**config.mk**
```make
export PLATFORM = sky130hd
export DESIGN_NAME = dac_cmd_sender
export DESIGN_NICKNAME = d
export VERILOG_FILES = /design/src/rtl/dac_cmd_sender.sv
export SDC_FILE = /design/constraint.sdc
export NUM_CORES = 1
export LEC_CHECK = 0
export ABC_AREA = 1
export BUFFER_PORTS_ARGS = -buffer_cell sky130_fd_sc_hd__buf_2
export CAP_MARGIN = 0
export CORE_ASPECT_RATIO = 0.8
export CORE_UTILIZATION = 51
export CTS_CLUSTER_DIAMETER = 150
export DETAILED_ROUTE_END_ITERATION = 7
export PLACE_DENSITY = 0.79
export SYNTH_ARGS = -nofsm -noshare
export SYNTH_HDL_FRONTEND = slang
export SYNTH_SLANG_ARGS = --single-unit
```
**constraint.sdc**
```tcl
create_clock -name clk -period 1.3 [get_ports clk]
set_input_delay 0.195 -clock clk [delete_from_list [all_inputs] [get_ports clk]]
set_output_delay 0.195 -clock clk [all_outputs]
set_load 0.03 [all_outputs]
```
**src/rtl/dac_cmd_sender.sv**
```systemverilog
// dac_cmd_sender: host-side command initiator for the DAC controller UART byte protocol.
// Latency: first tx strobe 2 cycles after accept, one byte per 2 cycles with tx idle, rsp 1 cycle after last byte.
// Backpressure: req_ready low while a command is in flight; each byte waits for !tx_busy.
//
// Ports: clk/rstn (async active-low); req_valid/req_ready/req_op/req_arg request handshake;
//        rsp_valid/rsp_data/rsp_err/rsp_timeout completion pulse; tx_data/new_tx_data/tx_busy
//        transmitter side; rx_data/new_rx_data receiver side (read-back only).
// Build option: DAC_CMD_SENDER_READBACK_EN enables op 17 (read data count) with its 2-byte
//               read-back and per-byte timeout; without it op 17 is rejected as illegal.
module dac_cmd_sender #(
   parameter logic [31:0] TIMEOUT_CYCLES = 32'd1000000
) (
   input  logic        clk,
   input  logic        rstn,
   input  logic        req_valid,
   output logic        req_ready,
   input  logic [4:0]  req_op,
   input  logic [31:0] req_arg,
   output logic        rsp_valid,
   output logic [15:0] rsp_data,
   output logic        rsp_err,
   output logic        rsp_timeout,
   output logic [7:0]  tx_data,
   output logic        new_tx_data,
   input  logic        tx_busy,
   input  logic [7:0]  rx_data,
   input  logic        new_rx_data
);

   typedef enum logic [1:0] {
      ST_IDLE,
      ST_SEND,
      ST_GUARD
`ifdef DAC_CMD_SENDER_READBACK_EN
      , ST_RX_WAIT
`endif
   } state_t;

   state_t      state_q, state_nxt;
   logic [39:0] shift_q;      // remaining bytes, next one to send in [7:0]
   logic [2:0]  byte_cnt;     // bytes still to send, opcode included
   logic        accept, send, done, err;

   function automatic logic op_legal(input logic [4:0] op);
      case (op)
         5'd0, 5'd1, 5'd2, 5'd5, 5'd8, 5'd9, 5'd10, 5'd11, 5'd13, 5'd19: op_legal = 1'b1;
`ifdef DAC_CMD_SENDER_READBACK_EN
         5'd17:   op_legal = 1'b1;
`endif
         default: op_legal = 1'b0;
      endcase
   endfunction

   function automatic logic [2:0] payload_len(input logic [4:0] op);
      case (op)
         5'd1, 5'd11:         payload_len = 3'd2;
         5'd2, 5'd8:          payload_len = 3'd1;
         5'd9, 5'd10, 5'd19:  payload_len = 3'd4;
         default:             payload_len = 3'd0;
      endcase
   endfunction

   // Ops whose payload fields are narrower than a byte get their spare bits forced to 0.
   function automatic logic [31:0] arg_mask(input logic [4:0] op, input logic [31:0] arg);
      case (op)
         5'd1:    arg_mask = {17'h0, arg[14:0]};
         5'd2:    arg_mask = {29'h0, arg[2:0]};
         default: arg_mask = arg;
      endcase
   endfunction

`ifdef DAC_CMD_SENDER_READBACK_EN
   logic [4:0]  op_q;
   logic        rx_idx;        // 0: expecting low byte, 1: expecting high byte
   logic [31:0] tmo_q, tmo_inc;
   logic        tmo_hit;
   logic [15:0] rsp_data_q;
   logic        rsp_timeout_q;

   assign tmo_inc = (tmo_q >= TIMEOUT_CYCLES) ? tmo_q : tmo_q + 32'd1;
`else
   logic unused_rx;
   assign unused_rx = ^{rx_data, new_rx_data, TIMEOUT_CYCLES};
`endif

   assign req_ready = (state_q == ST_IDLE);

   always_ff @(posedge clk or negedge rstn) begin
      if (!rstn) state_q <= ST_IDLE;
      else       state_q <= state_nxt;
   end

   always_comb begin
      state_nxt = state_q;
      accept    = 1'b0;
      send      = 1'b0;
      done      = 1'b0;
      err       = 1'b0;
`ifdef DAC_CMD_SENDER_READBACK_EN
      tmo_hit   = 1'b0;
`endif
      case (state_q)
         ST_IDLE: begin
            if (req_valid) begin
               accept = 1'b1;
               if (op_legal(req_op)) state_nxt = ST_SEND;
               else                  err       = 1'b1;
            end
         end
         ST_SEND: begin
            if (!tx_busy) begin
               send      = 1'b1;
               state_nxt = ST_GUARD;
            end
         end
         // The transmitter raises busy one cycle after our strobe, so tx_busy is not trusted here.
         ST_GUARD: begin
            if (byte_cnt != 3'd0) state_nxt = ST_SEND;
`ifdef DAC_CMD_SENDER_READBACK_EN
            else if (op_q == 5'd17) state_nxt = ST_RX_WAIT;
`endif
            else begin
               done      = 1'b1;
               state_nxt = ST_IDLE;
            end
         end
`ifdef DAC_CMD_SENDER_READBACK_EN
         ST_RX_WAIT: begin
            if (new_rx_data) begin
               if (rx_idx) begin
                  done      = 1'b1;
                  state_nxt = ST_IDLE;
               end
            end else if (tmo_inc >= TIMEOUT_CYCLES) begin
               tmo_hit   = 1'b1;
               state_nxt = ST_IDLE;
            end
         end
`endif
         default: state_nxt = ST_IDLE;
      endcase
   end

   always_ff @(posedge clk or negedge rstn) begin
      if (!rstn) begin
         shift_q     <= 40'h0;
         byte_cnt    <= 3'd0;
         tx_data     <= 8'h00;
         new_tx_data <= 1'b0;
         rsp_valid   <= 1'b0;
         rsp_err     <= 1'b0;
      end else begin
         new_tx_data <= 1'b0;
         rsp_valid   <= 1'b0;
         rsp_err     <= 1'b0;
         if (accept) begin
            shift_q  <= {arg_mask(req_op, req_arg), 3'b000, req_op};
            byte_cnt <= payload_len(req_op) + 3'd1;
            if (err) begin
               rsp_valid <= 1'b1;
               rsp_err   <= 1'b1;
            end
         end
         if (send) begin
            tx_data     <= shift_q[7:0];
            new_tx_data <= 1'b1;
            shift_q     <= {8'h00, shift_q[39:8]};
            byte_cnt    <= byte_cnt - 3'd1;
         end
         if (done) rsp_valid <= 1'b1;
`ifdef DAC_CMD_SENDER_READBACK_EN
         if (tmo_hit) rsp_valid <= 1'b1;
`endif
      end
   end

`ifdef DAC_CMD_SENDER_READBACK_EN
   always_ff @(posedge clk or negedge rstn) begin
      if (!rstn) begin
         op_q          <= 5'd0;
         rx_idx        <= 1'b0;
         tmo_q         <= 32'd0;
         rsp_data_q    <= 16'h0000;
         rsp_timeout_q <= 1'b0;
      end else begin
         rsp_timeout_q <= tmo_hit;
         if (accept) begin
            op_q       <= req_op;
            rx_idx     <= 1'b0;
            tmo_q      <= 32'd0;
            rsp_data_q <= 16'h0000;
         end
         if (state_q == ST_RX_WAIT) begin
            if (new_rx_data) begin
               if (rx_idx) rsp_data_q[15:8] <= rx_data;
               else        rsp_data_q[7:0]  <= rx_data;
               rx_idx <= 1'b1;
               tmo_q  <= 32'd0;
            end else begin
               tmo_q <= tmo_inc;
            end
         end
      end
   end

   assign rsp_data    = rsp_data_q;
   assign rsp_timeout = rsp_timeout_q;
`else
   assign rsp_data    = 16'h0000;
   assign rsp_timeout = 1'b0;
`endif

endmodule
```
==> flow_summary.ini <==
[run_status]
status = finished, final reports clean

[power_and_ir_drop]
worst_ir_drop_vdd_uv = 1520
power.sequential.fraction_pct = 43.3
swShare_pct = 39.4
intPower_w = 0.00409
power.switching_w = 0.00265
pwr-share-comb_pct = 42.3
power-per-cell-area_mw_per_mm2 = 2130
power_leakage_nw = 1.65
share_clk_of_total_power_pct = 14.4

[detailed_routing]
ant_nets = 0
number_of_vias_after_detailed_routing = 2104
drtIter0Drc = 125
totalWireLength_um = 5270
routed_len_inst_um = 12.4
drt-vias-per-instance = 4.95
dr_pass1_iterations = 4
detail_route.drc_violations = 0

[logic_synthesis]
post_synth_fa_ha_maj_area_fraction_pct = 0.926
seq_area_frac_synth_pct = 51.9
syn-mean-instance-area_um2 = 9.01
total_standard_cell_area_after_synthesis_mm2 = 0.00270
netlist_instances = 300
main_combinational_cell_family_by_area_after_synthesis = simple AND/OR/NAND/NOR gates
yosys.area_share.simple_pct = 19.0
synth_largest_type_area_fraction_pct = 51.9
mux_contribution_to_synthesized_area_pct = 0
synth.top_cells.by_area = sky130_fd_sc_hd__dfrtp_1 52%, sky130_fd_sc_hd__nand2_1 11%, sky130_fd_sc_hd__buf_4 5.8%
yosys_warnings = 0
netlist.top_cell.by_area = sky130_fd_sc_hd__dfrtp_1
synth-async-reset-ratio_pct = 100
synth.top_cells.by_count = 77 x sky130_fd_sc_hd__nand2_1, 56 x sky130_fd_sc_hd__dfrtp_1, 38 x sky130_fd_sc_hd__inv_1, 26 x sky130_fd_sc_hd__nand3_1, 21 x sky130_fd_sc_hd__buf_4
synth_compound_area_share_pct = 13.4
synth-seq-cells = 56
yosys.cell_count.top_type = sky130_fd_sc_hd__nand2_1
synth_edf_count = 0
synth_xor_area_share_pct = 0.324
synthFlopType = sky130_fd_sc_hd__dfrtp_1
synth_cell_type_count = 30

[placement]
placedCellCount = 414
routabilityCongestion = 0.854
place_area_mm2 = 0.00304
place_hpwl_um = 3800
placement.io_buffers = 52

[setup_path]
end_kind = flop
critical_path.max_fanout = 13
worst-r2r-setup-slack_ns = 0.03
worstPathArrival_ns = 1.49
crit_required_ns = 1.53
worst-setup-path-type = flop to flop
register_to_register_path_depth = 6
cpPeakStageDelay_ns = 0.45
critPathLaunchType = flop
regToRegEndpoint = shift_q[17]$_DFFE_PN0P_
crit_start = state_q[1]$_DFFE_PN0P_
series_of_cell_instances_along_the_critical_path = nor2_4 -> nand2_4 -> inv_4 -> o21ai_2 -> buf_12 -> o211ai_1
critical-path-slowest-cell = sky130_fd_sc_hd__dfrtp_2
critical_path.reg2reg.startpoint = state_q[1]$_DFFE_PN0P_

[die]
die_y_um = 67.1
io_pins = 79
fp_rows = 23
core_region_area_mm2 = 0.00506
starting_utilization_of_the_core_area_pct = 53.4
dieArea_mm2 = 0.00560
die_width_um = 83.4

[timing]
final.min_clock_period_ns = 1.27
final.setup_skew_ns = 0.00921
grt_setup_unrepaired = yes
fin_tns_setup_ns = 0
final.period_utilization_pct = 97.5
achievable-frequency_mhz = 789
final-setup-viol-count = 0
maxSlewViolCount = 0
report.final.hold_viol_count = 0
final.hold.worst_slack_ns = 0.0956

[global_routing]
grt_overflow_total = 0
wire_length_of_the_first_global_routing_pass_um = 8910
number_of_antenna_violations_at_the_first_check_in_global_routing = 0
grt_start_max_net_pins = 57
grt_usage_pct = 20.8
first_global_vias = 1939

[clock_tree]
number_of_buffers_on_the_longest_clock_path = 2
cts_htree_levels = 2
clkSlewWorstSetupHoldPaths_ns = 0.09
clock_sinks = 56
worst_skew_pair.late_latency_ns = 0.32
cts_tree = done
cts_inserted_buffers = 5
root_buffer = sky130_fd_sc_hd__clkbuf_8

[layout]
layoutNonFillerInstCount = 425
antenna_cells = 0
multi_input_comb_area_um2 = 977
finalNetCount = 414
finish.instance_area_mm2 = 0.00316
area_growth_syn_to_layout_pct = 17.1
layout-drive-gt1-share_pct = 25.9
ff_latch_area_mm2 = 0.00140
filler_cell_count = 464

[hold_path]
worst_hold_path_ep = shift_q[10]$_DFFE_PN0P_
holdPathStages = 3
worst_hold_startpoint = req_arg[2]
hold_path_class = input pin to flop

[flow_run]
max-cap-violations = 0
## layer usage
metal  share of wire, %  up-vias  global-route usage, %
met5                  0        -                      0
met4                2.0        0                   6.03
met3                5.7       11                   6.07
met2                 46       63                   33.3
met1                 46      972                   28.0
li1                   -     1058                      -
## worst max-delay path: cells and delay by family, from the launching register on
| kind | cells | cell delay (ns) |
|---|---|---|
| flip-flops | 1 | 0.45 |
| AO/OA/AOI/OAI | 2 | 0.24 |
| AND/OR/NAND/NOR | 2 | 0.24 |
| buffers and inverters | 2 | 0.23 |
## cell families after synthesis
logic type	after synthesis
fa+ha+maj	2
compound gates	52
xor+xnor	1
simple gates	116
buf+inv	72
other cells	1
flops	56
## repair_timing
item / in CTS / in global routing
endpoints found under the setup margin: 5 / 8
hold buffers: 1 / 0
gates resized for setup: 3 / 3
pin swaps: 0 / 1
endpoints found under the hold margin: 56 / 0
setup buffers: 0 / 2
## placed cells by master, fill, tap and decap left out, types with 4 or more instances in the layout
| cell | count |
|---|---|
| sky130_fd_sc_hd__nand2_1 | 75 |
| sky130_fd_sc_hd__buf_4 | 11 |
| sky130_fd_sc_hd__nand3_1 | 26 |
| sky130_fd_sc_hd__nor2_1 | 6 |
| sky130_fd_sc_hd__inv_1 | 37 |
| sky130_fd_sc_hd__o21ai_0 | 17 |
| sky130_fd_sc_hd__dfrtp_1 | 54 |
| sky130_fd_sc_hd__clkbuf_8 | 6 |
| sky130_fd_sc_hd__o211ai_1 | 20 |
| sky130_fd_sc_hd__buf_12 | 4 |
| sky130_fd_sc_hd__buf_2 | 51 |
| sky130_fd_sc_hd__conb_1 | 17 |
| sky130_fd_sc_hd__o221ai_1 | 4 |
## power by group through the flow
stage               Clock [W]  Combinational [W]  Sequential, W
floorplan                   0            0.00188        0.00313
global placement            0            0.00269        0.00291
detailed placement          0            0.00278        0.00295
CTS                  0.000991            0.00280        0.00292
global route          0.00108            0.00318        0.00300
finish               0.000971            0.00285        0.00292
## through the flow
stage / setup slack, ns / total power (W) / util (%)
after floorplan: -0.0141 / 0.00500 / -
after global placement: 0.0476 / 0.00559 / 59.9
after global routing: -0.00846 / 0.00726 / 62.5
after detailed placement: 0.0135 / 0.00573 / 59.9
final: 0.0326 / 0.00674 / 62.5
after CTS: 0.0125 / 0.00672 / 62.0
## state kept, by name (all words and copies together) (netlist names)
name and count:
rsp_err 1, rsp_valid 1, shift_q 40, state_q 2, tx_data 8, new_tx_data 1, byte_cnt 3
## final cells by class
cell class / instances / area share (%)
clock buffers: 8 / 2.85
inverters: 42 / 5.22
multi-input cells: 188 / 30.9
flip-flops and latches: 56 / 44.4
well taps: 62 / 2.45
repair buffers: 69 / 14.2
## worst max path at each step
stage | end | slack (ns) | cells after the start
4_1_cts | req_ready | 0.01 | 2
3_5_place_dp | shift_q[29]$_DFFE_PN0P_ | 0.01 | 6
5_1_grt | req_ready | -0.008 | 2
3_3_place_gp | byte_cnt[1]$_DFFE_PN0P_ | 0.05 | 6
6_report | shift_q[17]$_DFFE_PN0P_ | 0.03 | 6
2_1_floorplan | byte_cnt[0]$_DFFE_PN0P_ | -0.01 | 6
(Power assumes the default switching activity.)
